<file path="src/rtl/avalon_rcn_pkg.sv">
// -----------------------------------------------------------------------------
// avalon_rcn_pkg
// Shared constants and types for the Avalon-to-rcn arbitration slice.
//   AV_ADDR_W / AV_DATA_W / AV_BE_W : Avalon word-address, data and byte-enable
//                                     widths seen by the rcn bridge.
//   arb_state_t                     : arbiter FSM encoding (IDLE, GRANT).
// No ports (package).
// -----------------------------------------------------------------------------
package avalon_rcn_pkg;

    localparam int AV_ADDR_W = 22;
    localparam int AV_DATA_W = 32;
    localparam int AV_BE_W   = 4;

    typedef enum logic {
        IDLE  = 1'b0,
        GRANT = 1'b1
    } arb_state_t;

endpackage

</file>
<file path="src/rtl/avalon_rcn_arb_if.sv">
// -----------------------------------------------------------------------------
// avalon_rcn_arb_if
// Bundles the NUM_REQ upstream Avalon-MM master ports (m_*) and the single
// downstream Avalon-MM port toward the rcn bridge (s_*).
//   m_waitrequest   [NUM_REQ]      per-requester stall
//   m_address       [NUM_REQ*22]   requester i at [22*i+21:22*i]
//   m_write/m_read  [NUM_REQ]      per-requester commands
//   m_byteenable    [NUM_REQ*4]    per-requester byte enables
//   m_writedata     [NUM_REQ*32]   per-requester write data
//   m_readdata      [32]           shared read data
//   m_readdatavalid [NUM_REQ]      one-hot read-data strobe
//   s_*                            single-word downstream transfer
// Modports:
//   slave  : the arbiter's view (accepts the m_* side, drives the s_* side)
//   master : the environment's view (requesters plus downstream bridge)
// -----------------------------------------------------------------------------
interface avalon_rcn_arb_if #(
    parameter int NUM_REQ = 4
);
    import avalon_rcn_pkg::*;

    logic [NUM_REQ-1:0]           m_waitrequest;
    logic [NUM_REQ*AV_ADDR_W-1:0] m_address;
    logic [NUM_REQ-1:0]           m_write;
    logic [NUM_REQ-1:0]           m_read;
    logic [NUM_REQ*AV_BE_W-1:0]   m_byteenable;
    logic [NUM_REQ*AV_DATA_W-1:0] m_writedata;
    logic [AV_DATA_W-1:0]         m_readdata;
    logic [NUM_REQ-1:0]           m_readdatavalid;

    logic                         s_waitrequest;
    logic [AV_ADDR_W-1:0]         s_address;
    logic                         s_write;
    logic                         s_read;
    logic [AV_BE_W-1:0]           s_byteenable;
    logic [AV_DATA_W-1:0]         s_writedata;
    logic [AV_DATA_W-1:0]         s_readdata;
    logic                         s_readdatavalid;

    modport slave (
        output m_waitrequest, m_readdata, m_readdatavalid,
        input  m_address, m_write, m_read, m_byteenable, m_writedata,
        input  s_waitrequest, s_readdata, s_readdatavalid,
        output s_address, s_write, s_read, s_byteenable, s_writedata
    );

    modport master (
        input  m_waitrequest, m_readdata, m_readdatavalid,
        output m_address, m_write, m_read, m_byteenable, m_writedata,
        output s_waitrequest, s_readdata, s_readdatavalid,
        input  s_address, s_write, s_read, s_byteenable, s_writedata
    );

endinterface

</file>
<file path="src/rtl/rd_route_fifo.sv">
// -----------------------------------------------------------------------------
// rd_route_fifo
// Synchronous FIFO holding the requester index of each accepted read, so that
// in-order read data can be steered back to its issuer.
//   i_clk, i_rst  : clock, asynchronous active-high reset
//   i_push        : write i_push_data (ignored when full)
//   i_pop         : discard head (ignored when empty)
//   o_pop_data    : current head entry
//   o_full/o_empty: occupancy flags from the registered count
// DEPTH must be a power of two so the pointers wrap naturally.
// -----------------------------------------------------------------------------
module rd_route_fifo #(
    parameter int ENTRY_W = 2,
    parameter int DEPTH   = 4
) (
    input  logic               i_clk,
    input  logic               i_rst,
    input  logic               i_push,
    input  logic [ENTRY_W-1:0] i_push_data,
    input  logic               i_pop,
    output logic [ENTRY_W-1:0] o_pop_data,
    output logic               o_full,
    output logic               o_empty
);
    localparam int PTR_W = $clog2(DEPTH);
    localparam int CNT_W = PTR_W + 1;

    logic [ENTRY_W-1:0] r_mem [DEPTH];
    logic [PTR_W-1:0]   r_wr_ptr;
    logic [PTR_W-1:0]   r_rd_ptr;
    logic [CNT_W-1:0]   r_count;
    logic               w_push_ok;
    logic               w_pop_ok;

    assign o_full     = (r_count == CNT_W'(DEPTH));
    assign o_empty    = (r_count == '0);
    assign w_push_ok  = i_push & ~o_full;
    assign w_pop_ok   = i_pop & ~o_empty;
    assign o_pop_data = r_mem[r_rd_ptr];

    always_ff @(posedge i_clk) begin
        if (w_push_ok)
            r_mem[r_wr_ptr] <= i_push_data;
    end

    always_ff @(posedge i_clk or posedge i_rst) begin
        if (i_rst) begin
            r_wr_ptr <= '0;
            r_rd_ptr <= '0;
            r_count  <= '0;
        end else begin
            if (w_push_ok)
                r_wr_ptr <= r_wr_ptr + PTR_W'(1);
            if (w_pop_ok)
                r_rd_ptr <= r_rd_ptr + PTR_W'(1);
            // simultaneous push and pop leaves the count unchanged
            case ({w_push_ok, w_pop_ok})
                2'b10:   r_count <= r_count + CNT_W'(1);
                2'b01:   r_count <= r_count - CNT_W'(1);
                default: r_count <= r_count;
            endcase
        end
    end

endmodule

</file>
<file path="src/rtl/avalon_rcn_arb.sv">
// -----------------------------------------------------------------------------
// avalon_rcn_arb
// Round-robin arbiter sharing one Avalon-MM port (toward the rcn bridge) among
// NUM_REQ Avalon-MM masters, one single-word transfer per grant. Accepted reads
// record their requester in rd_route_fifo; each downstream readdatavalid pops
// the head and raises that requester's m_readdatavalid.
//   av_clk, av_rst : clock, asynchronous active-high reset
//   bus            : avalon_rcn_arb_if.slave (m_* upstream, s_* downstream)
//   err            : only with AVALON_RCN_ARB_ERR_EN defined; sticky flag for
//                    readdatavalid with no outstanding read, or a granted
//                    requester dropping its request.
// Parameters: NUM_REQ (2..8), RD_DEPTH (power of two, outstanding reads).
// -----------------------------------------------------------------------------
module avalon_rcn_arb
    import avalon_rcn_pkg::*;
#(
    parameter int NUM_REQ  = 4,
    parameter int RD_DEPTH = 4
) (
    input  logic av_clk,
    input  logic av_rst,
`ifdef AVALON_RCN_ARB_ERR_EN
    output logic err,
`endif
    avalon_rcn_arb_if.slave bus
);
    localparam int IDX_W = $clog2(NUM_REQ);

    arb_state_t         r_state;
    logic [IDX_W-1:0]   r_grant;
    logic [IDX_W-1:0]   r_last_grant;

    logic [NUM_REQ-1:0] w_req;
    logic               w_granted;
    logic               w_g_rd;
    logic               w_g_wr;
    logic               w_rd_block;
    logic               w_s_read;
    logic               w_s_write;
    logic               w_accept;
    logic               w_fifo_full;
    logic               w_fifo_empty;
    logic [IDX_W-1:0]   w_fifo_head;
    logic [NUM_REQ-1:0] w_m_waitrequest;
    logic [NUM_REQ-1:0] w_m_readdatavalid;

    // First requester after 'last', wrapping; 'last' itself has lowest priority.
    function automatic logic [IDX_W-1:0] rr_pick(input logic [NUM_REQ-1:0] req,
                                                 input logic [IDX_W-1:0]   last);
        logic [IDX_W-1:0] pick;
        int               idx;
        pick = last;
        // walk from farthest to nearest so the nearest requester wins
        for (int k = NUM_REQ; k >= 1; k--) begin
            idx = (int'(last) + k) % NUM_REQ;
            if (req[idx])
                pick = IDX_W'(idx);
        end
        return pick;
    endfunction

    assign w_req     = bus.m_read | bus.m_write;
    assign w_granted = (r_state == GRANT);
    // read wins if a requester illegally raises both
    assign w_g_rd    = bus.m_read[r_grant];
    assign w_g_wr    = bus.m_write[r_grant] & ~w_g_rd;
    // full check uses the pre-pop count: a same-cycle pop does not release it
    assign w_rd_block = w_granted & w_g_rd & w_fifo_full;
    assign w_s_read   = w_granted & w_g_rd & ~w_fifo_full;
    assign w_s_write  = w_granted & w_g_wr;
    assign w_accept   = (w_s_read | w_s_write) & ~bus.s_waitrequest;

    assign bus.s_read       = w_s_read;
    assign bus.s_write      = w_s_write;
    assign bus.s_address    = bus.m_address[AV_ADDR_W*int'(r_grant) +: AV_ADDR_W];
    assign bus.s_byteenable = bus.m_byteenable[AV_BE_W*int'(r_grant) +: AV_BE_W];
    assign bus.s_writedata  = bus.m_writedata[AV_DATA_W*int'(r_grant) +: AV_DATA_W];
    assign bus.m_readdata   = bus.s_readdata;

    always_comb begin
        w_m_waitrequest = '1;
        if (w_granted && !w_rd_block)
            w_m_waitrequest[r_grant] = bus.s_waitrequest;
    end
    assign bus.m_waitrequest = w_m_waitrequest;

    // readdatavalid with nothing outstanding is dropped
    always_comb begin
        w_m_readdatavalid = '0;
        if (bus.s_readdatavalid && !w_fifo_empty)
            w_m_readdatavalid[w_fifo_head] = 1'b1;
    end
    assign bus.m_readdatavalid = w_m_readdatavalid;

    rd_route_fifo #(
        .ENTRY_W (IDX_W),
        .DEPTH   (RD_DEPTH)
    ) u_fifo (
        .i_clk       (av_clk),
        .i_rst       (av_rst),
        .i_push      (w_accept & w_s_read),
        .i_push_data (r_grant),
        .i_pop       (bus.s_readdatavalid),
        .o_pop_data  (w_fifo_head),
        .o_full      (w_fifo_full),
        .o_empty     (w_fifo_empty)
    );

    always_ff @(posedge av_clk or posedge av_rst) begin
        if (av_rst) begin
            r_state      <= IDLE;
            r_grant      <= '0;
            r_last_grant <= IDX_W'(NUM_REQ - 1);
        end else begin
            case (r_state)
                IDLE: begin
                    if (|w_req) begin
                        r_grant <= rr_pick(w_req, r_last_grant);
                        r_state <= GRANT;
                    end
                end
                GRANT: begin
                    if (!w_req[r_grant]) begin
                        // requester withdrew: abandon the grant, history kept
                        r_state <= IDLE;
                    end else if (w_accept) begin
                        r_last_grant <= r_grant;
                        // re-arbitrate in the accept cycle for a bubble-free handover
                        if (|w_req) begin
                            r_grant <= rr_pick(w_req, r_grant);
                            r_state <= GRANT;
                        end else begin
                            r_state <= IDLE;
                        end
                    end
                end
                default: r_state <= IDLE;
            endcase
        end
    end

`ifdef AVALON_RCN_ARB_ERR_EN
    always_ff @(posedge av_clk or posedge av_rst) begin
        if (av_rst)
            err <= 1'b0;
        else if ((bus.s_readdatavalid && w_fifo_empty) || (w_granted && !w_req[r_grant]))
            err <= 1'b1;
    end
`endif

endmodule

</file>
<file path="src/flat_wrapper.sv">
// flat-port wrapper written by rule: the top's interface ports become plain ports
module avalon_rcn_arb_flat import avalon_rcn_pkg::*;
#(
    parameter int NUM_REQ  = 4,
    parameter int RD_DEPTH = 4
)
  (av_clk, av_rst, bus_m_waitrequest, bus_m_readdata, bus_m_readdatavalid, bus_m_address, bus_m_write, bus_m_read, bus_m_byteenable, bus_m_writedata, bus_s_waitrequest, bus_s_readdata, bus_s_readdatavalid, bus_s_address, bus_s_write, bus_s_read, bus_s_byteenable, bus_s_writedata);
  avalon_rcn_arb_if #(.NUM_REQ(NUM_REQ)) bus_i ();
  input  logic av_clk;
  input  logic av_rst;
  output wire logic [$bits(bus_i.m_waitrequest)-1:0] bus_m_waitrequest;
  output wire logic [$bits(bus_i.m_readdata)-1:0] bus_m_readdata;
  output wire logic [$bits(bus_i.m_readdatavalid)-1:0] bus_m_readdatavalid;
  input wire logic [$bits(bus_i.m_address)-1:0] bus_m_address;
  input wire logic [$bits(bus_i.m_write)-1:0] bus_m_write;
  input wire logic [$bits(bus_i.m_read)-1:0] bus_m_read;
  input wire logic [$bits(bus_i.m_byteenable)-1:0] bus_m_byteenable;
  input wire logic [$bits(bus_i.m_writedata)-1:0] bus_m_writedata;
  input wire logic [$bits(bus_i.s_waitrequest)-1:0] bus_s_waitrequest;
  input wire logic [$bits(bus_i.s_readdata)-1:0] bus_s_readdata;
  input wire logic [$bits(bus_i.s_readdatavalid)-1:0] bus_s_readdatavalid;
  output wire logic [$bits(bus_i.s_address)-1:0] bus_s_address;
  output wire logic [$bits(bus_i.s_write)-1:0] bus_s_write;
  output wire logic [$bits(bus_i.s_read)-1:0] bus_s_read;
  output wire logic [$bits(bus_i.s_byteenable)-1:0] bus_s_byteenable;
  output wire logic [$bits(bus_i.s_writedata)-1:0] bus_s_writedata;
  assign bus_m_waitrequest = bus_i.m_waitrequest;
  assign bus_m_readdata = bus_i.m_readdata;
  assign bus_m_readdatavalid = bus_i.m_readdatavalid;
  assign bus_i.m_address = bus_m_address;
  assign bus_i.m_write = bus_m_write;
  assign bus_i.m_read = bus_m_read;
  assign bus_i.m_byteenable = bus_m_byteenable;
  assign bus_i.m_writedata = bus_m_writedata;
  assign bus_i.s_waitrequest = bus_s_waitrequest;
  assign bus_i.s_readdata = bus_s_readdata;
  assign bus_i.s_readdatavalid = bus_s_readdatavalid;
  assign bus_s_address = bus_i.s_address;
  assign bus_s_write = bus_i.s_write;
  assign bus_s_read = bus_i.s_read;
  assign bus_s_byteenable = bus_i.s_byteenable;
  assign bus_s_writedata = bus_i.s_writedata;
  avalon_rcn_arb #(.NUM_REQ(NUM_REQ), .RD_DEPTH(RD_DEPTH)) u_core (.av_clk(av_clk), .av_rst(av_rst), .bus(bus_i));
endmodule
</file>
<file path="config.mk">
export PLATFORM = sky130hd
export DESIGN_NAME = avalon_rcn_arb_flat
export DESIGN_NICKNAME = d
export VERILOG_FILES = /design/src/rtl/avalon_rcn_pkg.sv /design/src/rtl/avalon_rcn_arb_if.sv /design/src/rtl/rd_route_fifo.sv /design/src/rtl/avalon_rcn_arb.sv /design/src/flat_wrapper.sv
export SDC_FILE = /design/constraint.sdc
export NUM_CORES = 1
export LEC_CHECK = 0
export ABC_AREA = 1
export BUFFER_PORTS_ARGS = -buffer_cell sky130_fd_sc_hd__buf_4
export CAP_MARGIN = 20
export CORE_AREA = 2 2 146 148
export CTS_CLUSTER_DIAMETER = 60
export DETAILED_ROUTE_END_ITERATION = 8
export DIE_AREA = 0 0 148 150
export GPL_TIMING_DRIVEN = 1
export PLACE_DENSITY = 0.54
export SETUP_SLACK_MARGIN = 0.5
export SKIP_CTS_REPAIR_TIMING = 1
export SYNTH_ARGS = -nofsm -noshare
export SYNTH_HDL_FRONTEND = slang
export SYNTH_SLANG_ARGS = --single-unit
</file>
<file path="constraint.sdc">
create_clock -name av_clk -period 2.56 [get_ports av_clk]
set_clock_uncertainty 0.05 [all_clocks]
set_input_delay 0.256 -clock av_clk [delete_from_list [all_inputs] [get_ports av_clk]]
set_output_delay 0.256 -clock av_clk [all_outputs]
set_load 0.05 [all_outputs]
</file>
# Word level (Yosys, flattened, before mapping)
# Memories as Yosys holds them, arrays and structs flattened.
# Index checks and enable logic that the tools add are counted.
# classes
n_bitwise,26
n_reduce_logical,19
magnitude_cmp,12
add_sub_neg,12
n_shift,3
muxes,56
multipliers,1
eq_ne,8
n_div,0
# ops
operator,n
$shiftx A128 B8 Y32,1
$shiftx A88 B32 Y22,1
$lt A3 B4 Y1 const B,8
$mux W1,26
$mux W2,12
$bmux W1 S2,11
$reduce_or A2 Y1,8
$shiftx A16 B5 Y4,1
$add A2 B1 Y2 const B,6
$and A1 B1 Y1,9
$add A2 B2 Y2 const B,4
$and A1 B1 Y1 const A,8
$mux W4,2
$or A4 B4 Y4,2
$lt A2 B3 Y1 const B,2
$mul A4 B2 Y6 const A,1
$ne A2 B2 Y1 const B,3
$pmux W3 S2,1
$ne A5 B5 Y1 const B,1
$not A1 Y1,5
$reduce_and A5 Y1,1
$demux W1 S2,2
$ge A2 B1 Y1 const B,2
$logic_and A1 B1 Y1,4
other kinds (15),16
# word_totals
mem_bits_rw,8
in_bits,276
n_memories,1
latchBits,0
out_inout_bits,100
reg_bits,12
rom_bits,0
# memory_table
memory,words,word_bits,rd,rd_clocked_by_memory_dff,write_ports,line_no,source
u_core.u_fifo.r_mem,4,2,1,0,1,rd_route_fifo.sv:28,logic [ENTRY_W-1:0] r_mem [DEPTH];

# Depth between registers and ports, before layout
# Gate-level depths: netlist (run 1).
# depth
word_depth,14
ltp_mapped,16
mapped_depth_nobuf,14

# By module
# Synthesis (run 1) repeated with hierarchy kept, for this count alone.
# unflattened
hier_cells,598
area_unflattened_um2,3439.5
# by_module_without_submodules
mod,instances,cells_each,area_each_um2,seq_area_each_um2
avalon_rcn_arb,1,513,2651.3,127.6
rd_route_fifo,1,85,788.3,415.4

# Least setup slack after synthesis (run 1)
# Ideal clock, no wire load.
# synth_path
kind,register to output
from,register u_core.r_grant[0]
to,output port bus_s_address[0]
path_stages_with_launch,7
path_buffers,4
arrival_ps,2003
t_required_ps,2254
slack_ps,251
path_cell_list,dfrtp_1 > buf_6 > buf_6 > buf_2 > clkbuf_1 > nor2_1 > o22ai_1
# synth_between
elab_chain_len,2
# synth_lines
element,line_no,source
start: declaration,avalon_rcn_arb.sv:30,logic [IDX_W-1:0] r_grant;
start signal: assignment,avalon_rcn_arb.sv:118,"r_grant <= rr_pick(w_req, r_last_grant);"
start signal: assignment,avalon_rcn_arb.sv:130,"r_grant <= rr_pick(w_req, r_grant);"
$mul A4 B2 Y6,avalon_rcn_arb.sv:75,assign bus.s_address = bus.m_address[AV_ADDR_W*int'(r_grant) +: AV_ADDR_W];
$shiftx A88 B32 Y22,avalon_rcn_arb.sv:75,
end: declaration,flat_wrapper.sv:22,output wire logic [$bits(bus_i.s_address)-1:0] bus_s_address;
# Every way passes these cells.

# Worst setup path in the final report (run 1)
# layout_path
from,register u_core.r_grant[0]
to,output port bus_s_writedata[10]
# layout_between
elab_chain_len,1
# layout_lines
element,line_no,source
$shiftx A128 B8 Y32,avalon_rcn_arb.sv:77,assign bus.s_writedata = bus.m_writedata[AV_DATA_W*int'(r_grant) +: AV_DATA_W];
end: declaration,flat_wrapper.sv:26,output wire logic [$bits(bus_i.s_writedata)-1:0] bus_s_writedata;
# Every way passes these cells.

==> impl_metrics.prom, run 1 <==
# TYPE chip_impl_metric gauge
chip_impl_metric{name="maximum_clock_insertion_buffer_count",unit=""} 2
chip_impl_metric{name="clock_tree.htree_level_count",unit=""} 1
chip_impl_metric{name="vias",unit=""} 4981
chip_impl_metric{name="power.total",unit="W"} 0.0100
chip_impl_metric{name="ys_seq_elements",unit=""} 20
chip_impl_info{name="setup_repair_after_global_routing_missed_its_margin",value="true"} 1
chip_impl_metric{name="cts_made_buffers",unit=""} 3
chip_impl_info{name="cts_tree",value="yes"} 1
chip_impl_metric{name="floorplan.die_area",unit="mm²"} 0.0222
chip_impl_metric{name="worstPathBufferInverterCount",unit=""} 4
chip_impl_metric{name="core-area",unit="mm²"} 0.0207
chip_impl_metric{name="via_per_inst",unit=""} 4.44
chip_impl_info{name="regToRegStartpoint",value="u_core.r_grant[0]"} 1
chip_impl_metric{name="min_period_over_period",unit="%"} 79.9
chip_impl_metric{name="drv_slew",unit=""} 0
chip_impl_metric{name="antenna_found_initial",unit=""} 0
chip_impl_metric{name="r2r_slack",unit="ns"} 0.53
chip_impl_metric{name="detailedRoute.firstPassIterationCount",unit=""} 4
chip_impl_info{name="synth_top_flop_cell",value="sky130_fd_sc_hd__dfrtp_1"} 1
chip_impl_metric{name="path_clk_slew",unit="ns"} 0.06
chip_impl_metric{name="rr_worst_depth",unit=""} 12
chip_impl_metric{name="routed_wire_length_per_instance",unit="µm"} 17.6
chip_impl_metric{name="die-width",unit="µm"} 148
chip_impl_metric{name="yosysSeqAreaShare",unit="%"} 16.4
chip_impl_metric{name="synth_enable_flop_cells",unit=""} 8
chip_impl_metric{name="numPortBuffers",unit=""} 311
chip_impl_metric{name="fp.dieH",unit="µm"} 150
chip_impl_metric{name="synth_cells",unit=""} 577
chip_impl_metric{name="clkSinkCount",unit=""} 20
chip_impl_metric{name="overflow",unit=""} 0
chip_impl_metric{name="wirelength",unit="µm"} 19700
chip_impl_info{name="r2r_end",value="u_core.u_fifo.r_count[2]"} 1
chip_impl_metric{name="vias_in_the_first_global_route",unit=""} 4742
chip_impl_info{name="final_common_cell",value="sky130_fd_sc_hd__buf_4"} 1
chip_impl_info{name="run_status",value="complete, but fails checks"} 1
chip_impl_metric{name="final.setup.tns",unit="ns"} 0
chip_impl_metric{name="power-per-cell-area",unit="mW/mm²"} 1500
chip_impl_metric{name="post_synth.cell_area_avg",unit="µm²"} 5.73
chip_impl_metric{name="yosys.area.top_type_share",unit="%"} 18.6
chip_impl_info{name="path_cells",value="inv_8 > buf_16 > buf_12 > nor2_1 > o22ai_2 > buf_6"} 1
chip_impl_metric{name="cp_max_fo",unit=""} 25
chip_impl_metric{name="finalCriticalPeriod",unit="ns"} 2.05
chip_impl_metric{name="max_freq",unit="GHz"} 0.489
chip_impl_metric{name="ir_drop",unit="V"} 0.000647
chip_impl_metric{name="finalWeightedCongestion",unit=""} 0.823
chip_impl_metric{name="crit_path_max_incr_delay",unit="ns"} 0.51
chip_impl_metric{name="synthesis.area",unit="mm²"} 0.00331
chip_impl_metric{name="static-leakage-power",unit="nW"} 3.24
chip_impl_info{name="synth_top_cell_by_area",value="sky130_fd_sc_hd__o21ai_0"} 1
chip_impl_info{name="family_with_the_most_delay_on_the_worst_path",value="buffers and inverters"} 1
chip_impl_metric{name="fillCellCount",unit=""} 2275
chip_impl_metric{name="fin_util",unit="%"} 32.3
chip_impl_info{name="yosys-top-cells-area",value="sky130_fd_sc_hd__o21ai_0 (19%), sky130_fd_sc_hd__nor2_1 (16%), sky130_fd_sc_hd__o22ai_1 (11%), sky130_fd_sc_hd__nand2_1 (7.8%), sky130_fd_sc_hd__dfrtp_1 (7.6%)"} 1
chip_impl_metric{name="hpwl",unit="µm"} 14800
chip_impl_metric{name="max_cap_viol_count",unit=""} 0
chip_impl_metric{name="worst-endpoint-arrival",unit="ns"} 1.74
chip_impl_metric{name="grt_usage",unit="%"} 14.7
chip_impl_metric{name="ratio_of_cells_with_drive_above_1_in_the_final_layout",unit="%"} 50.9
chip_impl_info{name="hold_wc_path_type",value="primary input to async pin"} 1
chip_impl_metric{name="ant_nets",unit=""} 0
chip_impl_metric{name="antenna_cells_inserted",unit=""} 0
chip_impl_metric{name="worst_path_required",unit="ns"} 2.25
chip_impl_info{name="critPathCaptureType",value="primary output"} 1
chip_impl_metric{name="grt_first_pass_wirelength",unit="µm"} 26200
chip_impl_metric{name="drtIter0Drc",unit=""} 254
chip_impl_metric{name="remaining_drc_errors",unit=""} 0
chip_impl_info{name="clock_tree.root_cell",value="sky130_fd_sc_hd__clkbuf_16"} 1
chip_impl_metric{name="pin_count",unit=""} 376
chip_impl_metric{name="placement_rows",unit=""} 53
chip_impl_metric{name="async_flop_share",unit="%"} 60.0
chip_impl_metric{name="worst_pin_slew",unit="ns"} 0.490
chip_impl_metric{name="final_setup_fails",unit=""} 0
chip_impl_info{name="most_frequent_cells_in_the_layout",value="sky130_fd_sc_hd__buf_4 (275), sky130_fd_sc_hd__nor2_1 (137), sky130_fd_sc_hd__o21ai_0 (100), sky130_fd_sc_hd__nand2_1 (65), sky130_fd_sc_hd__o22ai_2 (58)"} 1
chip_impl_metric{name="syn-num-nets",unit=""} 863
chip_impl_metric{name="insertion_delay_of_the_later_clocked_pin_in_the_worst_skew_pair",unit="ns"} 0.25
chip_impl_metric{name="endpoints_failing_hold",unit=""} 10
chip_impl_metric{name="floorplan.initialDensity",unit="%"} 16.0
chip_impl_metric{name="synth.yosys.warnings",unit=""} 0
chip_impl_metric{name="hold_ws",unit="ns"} -0.0258
chip_impl_info{name="worstSetupPathType",value="flip-flop to primary output"} 1
chip_impl_metric{name="timing.max_slew.rel_slack",unit="%"} 67.3
chip_impl_metric{name="area_growth_syn_to_layout",unit="%"} 102
chip_impl_info{name="setup.worst_path.start_class",value="flip-flop"} 1
chip_impl_info{name="failed_checks",value="negative hold slack"} 1
chip_impl_metric{name="finish.net_count",unit=""} 1133
chip_impl_metric{name="grt_start_max_net_pins",unit=""} 77
chip_impl_info{name="critPathSlowestCell",value="sky130_fd_sc_hd__dfrtp_4"} 1
chip_impl_metric{name="synth.lib_cells_used.distinct",unit=""} 32
synth_stat cells, drive strengths merged (2+ instances only):
cell,number
a21oi,6
a31oi,2
buf,40
clkbuf,33
dfrtp,10
dfstp,2
edfxtp,8
ha,9
inv,36
nand2,74
nand3,25
nor2,139
o21ai,124
o22ai,58
xor2,4
worst max path at each step:
stage / to / start / cells after the start
global placement: bus_s_writedata[29] / u_core.r_grant[0] / 6
finish: bus_s_writedata[10] / u_core.r_grant[0] / 6
CTS: bus_s_writedata[29] / u_core.r_grant[0] / 5
global route: u_core.u_fifo.r_count[2] / u_core.r_grant[0] / 12
floorplan: u_core.r_grant[0] / u_core.r_grant[0] / 15
detailed placement: bus_s_writedata[29] / u_core.r_grant[0] / 5
flip-flops by register name, summed over array words and instances, names as in the netlist:
name	cells
u_core.u_fifo.r_wr_ptr	2
u_core.u_fifo.r_rd_ptr	2
u_core.r_state	1
u_core.r_grant	2
u_core.u_fifo.r_mem	8
u_core.u_fifo.r_count	3
u_core.r_last_grant	2
final cells by class:
class / instances / area [µm²] / share of cell area, %
tap: 275 / 344 / 5.15
timing repair buffer: 338 / 2910 / 43.6
sequential: 20 / 548 / 8.20
multi-input combinational: 448 / 2660 / 39.7
clock buffer: 3 / 75.1 / 1.12
inverter: 36 / 145 / 2.17
clock inverter: 1 / 3.75 / 0.0561
cell families (layout without fill, tap and decap cells):
group / Yosys count / after routing / synth area share, %
xor+xnor: 5 / 5 / 1.32
flops: 20 / 20 / 16.4
buf+inv: 109 / 378 / 16.9
fa+ha+maj: 10 / 10 / 4.01
compound gates: 192 / 192 / 31.5
simple gates: 241 / 241 / 29.8
through the flow:
| stage | worst slack, ns | area (µm²) | std cells | hold WS, ns |
|---|---|---|---|---|
| 5_1_grt | 0.407 | 6690 | 1121 | 0.0336 |
| 3_5_place_dp | 0.391 | 6050 | 1101 | 0.271 |
| 2_1_floorplan | 0.514 | 3690 | 577 | 0.0693 |
| 6_report | 0.515 | 6690 | 1121 | -0.0258 |
| 3_3_place_gp | 0.397 | 6050 | 1101 | 0.278 |
| 4_1_cts | 0.118 | 6130 | 1105 | -0.00172 |
where the power goes:
| group | switching (W) | internal (W) | total (W) |
|---|---|---|---|
| clock | 0.000122 | 0.000208 | 0.000330 |
| combinational | 0.00579 | 0.00328 | 0.00907 |
| sequential | 0.000139 | 0.000494 | 0.000632 |
metal layers:
| layer | global-route usage, % | wire, µm | vias to the layer above |
|---|---|---|---|
| met4 | 2.05 | 180 | 0 |
| met5 | 0 | 0 | - |
| met3 | 4.76 | 1560 | 17 |
| li1 | - | - | 2462 |
| met1 | 17.5 | 7800 | 2298 |
| met2 | 26.3 | 10200 | 204 |
(Power assumes the default switching activity.)
==> run 2, diff against run 1 <==
- clock period: 2.56 -> 2.14 ns (I/O delays scaled with it)
==> impl_metrics.prom, run 2 (synthesis gave the netlist of run 1 again) <==
# TYPE chip_impl_metric gauge
chip_impl_info{name="run_status",value="finished, final reports clean"} 1
chip_impl_metric{name="area_growth_syn_to_layout",unit="%"} 119
chip_impl_metric{name="placement_rows",unit=""} 53
chip_impl_metric{name="via_per_inst",unit=""} 4.48
chip_impl_metric{name="grt_first_pass_wirelength",unit="µm"} 26900
chip_impl_metric{name="detailedRoute.firstPassIterationCount",unit=""} 5
chip_impl_info{name="cts_tree",value="yes"} 1
chip_impl_metric{name="die-width",unit="µm"} 148
chip_impl_metric{name="routed_wire_length_per_instance",unit="µm"} 17.2
chip_impl_info{name="setup_repair_after_global_routing_missed_its_margin",value="true"} 1
chip_impl_metric{name="drv_slew",unit=""} 0
chip_impl_metric{name="antenna_found_initial",unit=""} 1
chip_impl_metric{name="power-per-cell-area",unit="mW/mm²"} 1860
chip_impl_metric{name="floorplan.die_area",unit="mm²"} 0.0222
chip_impl_metric{name="pre_cts_slack",unit="ns"} 0.134
chip_impl_info{name="reg.largest.list",value="u_core.u_fifo.r_mem: 8 flops, u_core.u_fifo.r_count: 3 flops"} 1
chip_impl_info{name="registers.top_by_ff_count",value="u_core.u_fifo.r_mem"} 1
chip_impl_info{name="clock_tree.root_cell",value="sky130_fd_sc_hd__clkbuf_16"} 1
chip_impl_info{name="most_frequent_cells_in_the_layout",value="sky130_fd_sc_hd__buf_4 (302), sky130_fd_sc_hd__nor2_1 (131), sky130_fd_sc_hd__nand2_1 (64), sky130_fd_sc_hd__o21ai_0 (62), sky130_fd_sc_hd__o21ai_1 (58)"} 1
chip_impl_metric{name="hold_ws",unit="ns"} 0.353
chip_impl_metric{name="endpoints_failing_hold",unit=""} 0
chip_impl_metric{name="vias_in_the_first_global_route",unit=""} 4968
chip_impl_metric{name="maximum_clock_insertion_buffer_count",unit=""} 2
chip_impl_metric{name="register_area",unit="µm²"} 548
chip_impl_metric{name="remaining_drc_errors",unit=""} 0
chip_impl_metric{name="core-area",unit="mm²"} 0.0207
chip_impl_info{name="hold_wc_path_type",value="primary input to flip-flop"} 1
chip_impl_metric{name="clkSinkCount",unit=""} 20
chip_impl_metric{name="max_freq",unit="GHz"} 0.485
chip_impl_metric{name="drtIter0Drc",unit=""} 247
chip_impl_metric{name="insertion_delay_of_the_later_clocked_pin_in_the_worst_skew_pair",unit="ns"} 0.25
chip_impl_info{name="setup.worst_path.start_class",value="flip-flop"} 1
chip_impl_metric{name="floorplan.initialDensity",unit="%"} 16.0
chip_impl_metric{name="overflow",unit=""} 0
chip_impl_metric{name="dp_cells",unit=""} 1106
chip_impl_metric{name="worst-endpoint-arrival",unit="ns"} 2.15
chip_impl_metric{name="ir_drop",unit="V"} 0.000871
chip_impl_metric{name="antenna_cells_inserted",unit=""} 0
chip_impl_metric{name="numPortBuffers",unit=""} 311
chip_impl_metric{name="power.total",unit="W"} 0.0135
chip_impl_metric{name="timing.max_slew.rel_slack",unit="%"} 66.2
chip_impl_metric{name="min_period_over_period",unit="%"} 96.4
chip_impl_metric{name="hpwl",unit="µm"} 14900
chip_impl_metric{name="cts_made_buffers",unit=""} 3
chip_impl_metric{name="grt_start_max_net_pins",unit=""} 70
chip_impl_metric{name="vias",unit=""} 5068
chip_impl_info{name="worstSetupPathType",value="flip-flop to flip-flop"} 1
chip_impl_metric{name="fillCellCount",unit=""} 2215
chip_impl_metric{name="multi_input_area",unit="mm²"} 0.00312
chip_impl_info{name="critPathCaptureType",value="flip-flop"} 1
chip_impl_metric{name="ant_nets",unit=""} 0
chip_impl_metric{name="path_clk_slew",unit="ns"} 0.06
chip_impl_metric{name="finalCriticalPeriod",unit="ns"} 2.06
chip_impl_metric{name="fp.dieH",unit="µm"} 150
chip_impl_metric{name="cp_max_fo",unit=""} 8
chip_impl_metric{name="max_cap_viol_count",unit=""} 0
chip_impl_metric{name="final_setup_fails",unit=""} 0
chip_impl_metric{name="static-leakage-power",unit="nW"} 3.24
chip_impl_metric{name="fin_ws",unit="ns"} 0.0765
chip_impl_metric{name="worst_path_required",unit="ns"} 2.23
chip_impl_metric{name="wirelength",unit="µm"} 19500
chip_impl_metric{name="finish.net_count",unit=""} 1142
chip_impl_metric{name="finalWeightedCongestion",unit=""} 0.871
chip_impl_metric{name="worst_pin_slew",unit="ns"} 0.506
chip_impl_metric{name="ratio_of_cells_with_drive_above_1_in_the_final_layout",unit="%"} 52.7
chip_impl_metric{name="largest_reg_flops",unit=""} 8
chip_impl_metric{name="clock_tree.htree_level_count",unit=""} 1
chip_impl_metric{name="pin_count",unit=""} 376
chip_impl_metric{name="grt_usage",unit="%"} 15.2
chip_impl_metric{name="final_cells",unit=""} 1130
chip_impl_info{name="final_common_cell",value="sky130_fd_sc_hd__buf_4"} 1
## run 2: changes by cell type in the layout (fill, tap and decap cells not counted), sizes merged
cell         before  now
buf             334  340
bufinv            0    1
clkbuf            7    9
clkinv            1    0
dlygate4sd3       0    1
## run 2: power by group
group / total, W / switching (W) / internal (W)
sequential: 0.000758 / 0.000168 / 0.000590
clock: 0.000522 / 0.000150 / 0.000371
combinational: 0.0122 / 0.00758 / 0.00460
## run 2: path summary, 6_finish.rpt
path	end	cells past startpoint	from	slack (ns)
min	u_core.r_state	5	bus_m_write[0]	0.35
max reg2reg	u_core.u_fifo.r_count[2]	12	u_core.r_grant[0]	0.08
max in group asynchronous	u_core.r_grant[0]	3	av_rst	1.16
min reg2reg	u_core.u_fifo.r_count[0]	1	u_core.u_fifo.r_count[0]	0.47
max	u_core.u_fifo.r_count[2]	12	u_core.r_grant[0]	0.08
min in group asynchronous	u_core.u_fifo.r_rd_ptr[0]	3	av_rst	0.49
## run 2: routing by layer
layer | global-route usage, % | up-vias | routed length, µm
met5 | 0 | - | 12
met3 | 3.38 | 28 | 1410
li1 | - | 2490 | -
met2 | 28.8 | 212 | 10200
met1 | 17.5 | 2336 | 7480
met4 | 2.76 | 2 | 378
## run 2: metrics by stage
step / util (%) / setup TNS, ns / cell area [µm²]
after floorplan: - / 0 / 4200
after global placement: 31.9 / 0 / 6610
after detailed placement: 31.9 / 0 / 6610
after CTS: 32.4 / -2.60 / 6710
after global routing: 35.0 / -0.0293 / 7230
final: 35.0 / 0 / 7230
## run 2: area by class of cell
| cell class | instances | share of cell area, % |
|---|---|---|
| Inverter | 36 | 2.08 |
| Clock inverter | 1 | 0.415 |
| Timing Repair Buffer | 347 | 41.0 |
| Clock buffer | 3 | 1.04 |
| Multi-Input combinational cell | 448 | 43.2 |
| Tap cell | 275 | 4.76 |
| Sequential cell | 20 | 7.58 |
## run 2: critical path, cell delays in order (launching register included)
cell                      delay, ns
sky130_fd_sc_hd__dfrtp_4       0.51
sky130_fd_sc_hd__inv_8         0.07
sky130_fd_sc_hd__nand2_2       0.07
sky130_fd_sc_hd__nand3_2       0.10
sky130_fd_sc_hd__nand2_4       0.10
sky130_fd_sc_hd__inv_4         0.05
sky130_fd_sc_hd__nand3_4       0.06
sky130_fd_sc_hd__ha_4          0.14
sky130_fd_sc_hd__inv_4         0.04
sky130_fd_sc_hd__fa_2          0.37
sky130_fd_sc_hd__a21oi_2       0.16
sky130_fd_sc_hd__o21ai_2       0.08
sky130_fd_sc_hd__xor2_1        0.14
==> run 3, diff against run 2 <==
- CORE_AREA: 2 2 146 148 -> 2 2 145 147
- DIE_AREA: 0 0 148 150 -> 0 0 147 149
- PLACE_DENSITY: 0.54 -> 0.55
- clock period: 2.14 -> 2.45 ns (I/O delays scaled with it)
==> impl_metrics.prom, run 3 (synthesis gave the netlist of run 1 again) <==
# TYPE chip_impl_metric gauge
chip_impl_info{name="run_status",value="complete, but fails checks"} 1
chip_impl_info{name="failed_checks",value="negative hold slack"} 1
chip_impl_metric{name="floorplan.die_area",unit="mm²"} 0.0219
chip_impl_metric{name="max_freq",unit="GHz"} 0.464
chip_impl_metric{name="cp_max_fo",unit=""} 46
chip_impl_metric{name="final.setup.tns",unit="ns"} 0
chip_impl_info{name="cts_tree",value="yes"} 1
chip_impl_info{name="most_frequent_cells_in_the_layout",value="sky130_fd_sc_hd__buf_4 (306), sky130_fd_sc_hd__nor2_1 (137), sky130_fd_sc_hd__o21ai_0 (99), sky130_fd_sc_hd__nand2_1 (62), sky130_fd_sc_hd__inv_1 (32)"} 1
chip_impl_metric{name="floorplan.initialDensity",unit="%"} 16.1
chip_impl_metric{name="routed_wire_length_per_instance",unit="µm"} 17.2
chip_impl_metric{name="via_per_inst",unit=""} 4.44
chip_impl_metric{name="path_clk_slew",unit="ns"} 0.06
chip_impl_metric{name="hpwl",unit="µm"} 15300
chip_impl_metric{name="finalWeightedCongestion",unit=""} 0.852
chip_impl_metric{name="die-width",unit="µm"} 147
chip_impl_info{name="hold_wc_path_type",value="primary input to async pin"} 1
chip_impl_metric{name="overflow",unit=""} 0
chip_impl_metric{name="core-area",unit="mm²"} 0.0206
chip_impl_info{name="reg.largest.list",value="u_core.u_fifo.r_mem: 8 flops, u_core.u_fifo.r_count: 3 flops"} 1
chip_impl_metric{name="hold_ws",unit="ns"} -0.0427
chip_impl_metric{name="clkSinkCount",unit=""} 20
chip_impl_metric{name="power-per-cell-area",unit="mW/mm²"} 1570
chip_impl_metric{name="grt_start_max_net_pins",unit=""} 87
chip_impl_metric{name="maximum_clock_insertion_buffer_count",unit=""} 2
chip_impl_metric{name="largest_reg_flops",unit=""} 8
chip_impl_info{name="final_common_cell",value="sky130_fd_sc_hd__buf_4"} 1
chip_impl_metric{name="wirelength",unit="µm"} 19100
chip_impl_metric{name="fp.dieH",unit="µm"} 149
chip_impl_metric{name="pin_count",unit=""} 376
chip_impl_metric{name="min_period_over_period",unit="%"} 87.9
chip_impl_metric{name="final_setup_fails",unit=""} 0
chip_impl_metric{name="endpoints_failing_hold",unit=""} 10
chip_impl_metric{name="finalCriticalPeriod",unit="ns"} 2.15
chip_impl_info{name="setup.worst_path.start_class",value="flip-flop"} 1
chip_impl_info{name="worstSetupPathType",value="flip-flop to primary output"} 1
chip_impl_metric{name="max_cap_viol_count",unit=""} 0
chip_impl_info{name="critPathCaptureType",value="primary output"} 1
chip_impl_metric{name="area_growth_syn_to_layout",unit="%"} 105
chip_impl_metric{name="pre_cts_slack",unit="ns"} 0.285
chip_impl_metric{name="cts_made_buffers",unit=""} 3
chip_impl_metric{name="static-leakage-power",unit="nW"} 3.18
chip_impl_metric{name="antenna_cells_inserted",unit=""} 0
chip_impl_metric{name="grt_first_pass_wirelength",unit="µm"} 27700
chip_impl_metric{name="timing.max_slew.rel_slack",unit="%"} 68.1
chip_impl_metric{name="finish.net_count",unit=""} 1127
chip_impl_metric{name="insertion_delay_of_the_later_clocked_pin_in_the_worst_skew_pair",unit="ns"} 0.25
chip_impl_info{name="setup_repair_after_global_routing_missed_its_margin",value="true"} 1
chip_impl_metric{name="clock_tree.htree_level_count",unit=""} 1
chip_impl_metric{name="ir_drop",unit="V"} 0.000713
chip_impl_metric{name="ant_nets",unit=""} 0
chip_impl_metric{name="numPortBuffers",unit=""} 311
chip_impl_metric{name="drv_slew",unit=""} 0
chip_impl_metric{name="vias",unit=""} 4947
chip_impl_metric{name="grt_usage",unit="%"} 15.9
chip_impl_metric{name="remaining_drc_errors",unit=""} 0
chip_impl_metric{name="placement_rows",unit=""} 53
chip_impl_metric{name="ratio_of_cells_with_drive_above_1_in_the_final_layout",unit="%"} 51.4
chip_impl_metric{name="antenna_found_initial",unit=""} 0
chip_impl_metric{name="drtIter0Drc",unit=""} 243
chip_impl_metric{name="fin_ws",unit="ns"} 0.297
chip_impl_metric{name="vias_in_the_first_global_route",unit=""} 4936
chip_impl_info{name="clock_tree.root_cell",value="sky130_fd_sc_hd__clkbuf_16"} 1
chip_impl_info{name="registers.top_by_ff_count",value="u_core.u_fifo.r_mem"} 1
chip_impl_metric{name="worst-endpoint-arrival",unit="ns"} 1.86
chip_impl_metric{name="detailedRoute.firstPassIterationCount",unit=""} 4
chip_impl_metric{name="worst_path_required",unit="ns"} 2.15
chip_impl_metric{name="worst_pin_slew",unit="ns"} 0.478
==> run 3: worst paths after layout <==
check,slack [ns],to,from,cells past startpoint
worst max register to register,0.42,u_core.u_fifo.r_count[2],u_core.r_grant[0],12
worst min-delay path,-0.04,u_core.u_fifo.r_count[1],av_rst,2
min in group av_clk,0.40,u_core.r_state,bus_m_write[1],5
max in group asynchronous,2.03,u_core.r_grant[0],av_rst,2
worst max-delay path,0.30,bus_s_writedata[31],u_core.r_grant[0],4
worst min register to register,0.48,u_core.u_fifo.r_count[0],u_core.u_fifo.r_count[0],1
==> run 3: cell type report <==
type	instances	area [µm²]
multi-input combinational	448	2930
tap	275	344
fill	2269	13800
timing repair buffer	332	2700
clock buffer	3	75.1
sequential	20	548
inverter	36	153
clock inverter	1	30.0
==> run 3: through the flow <==
step / hold WS [ns] / area (µm²) / power [W] / utilization (%) / std cells
global route: 0.00915 / 6770 / 0.0113 / 32.9 / 1115
CTS: -0.0128 / 6380 / 0.00992 / 31.0 / 1105
detailed placement: 0.257 / 6270 / 0.00945 / 30.5 / 1101
finish: -0.0427 / 6770 / 0.0106 / 32.9 / 1115
global placement: 0.254 / 6270 / 0.00940 / 30.5 / 1101
floorplan: 0.0583 / 3930 / 0.00723 / - / 577
==> run 3: critical path, cell delays in order, from the launching register on <==
cell and delay [ns]:
sky130_fd_sc_hd__dfrtp_4 0.55, sky130_fd_sc_hd__buf_8 0.22, sky130_fd_sc_hd__o21ai_0 0.43, sky130_fd_sc_hd__o22ai_2 0.16, sky130_fd_sc_hd__buf_4 0.21
==> run 3: power breakdown <==
part | internal [W] | switching [W]
Clock | 0.000324 | 0.000124
Sequential | 0.000516 | 0.000144
Combinational | 0.00331 | 0.00619
==> run 3: routing by layer <==
layer	vias up	share of wire, %	GRT usage [%]
li1	2453	-	-
met1	2277	40	19.3
met5	-	0	0
met3	23	7.3	4.53
met4	0	2.0	4.04
met2	194	50	27.7
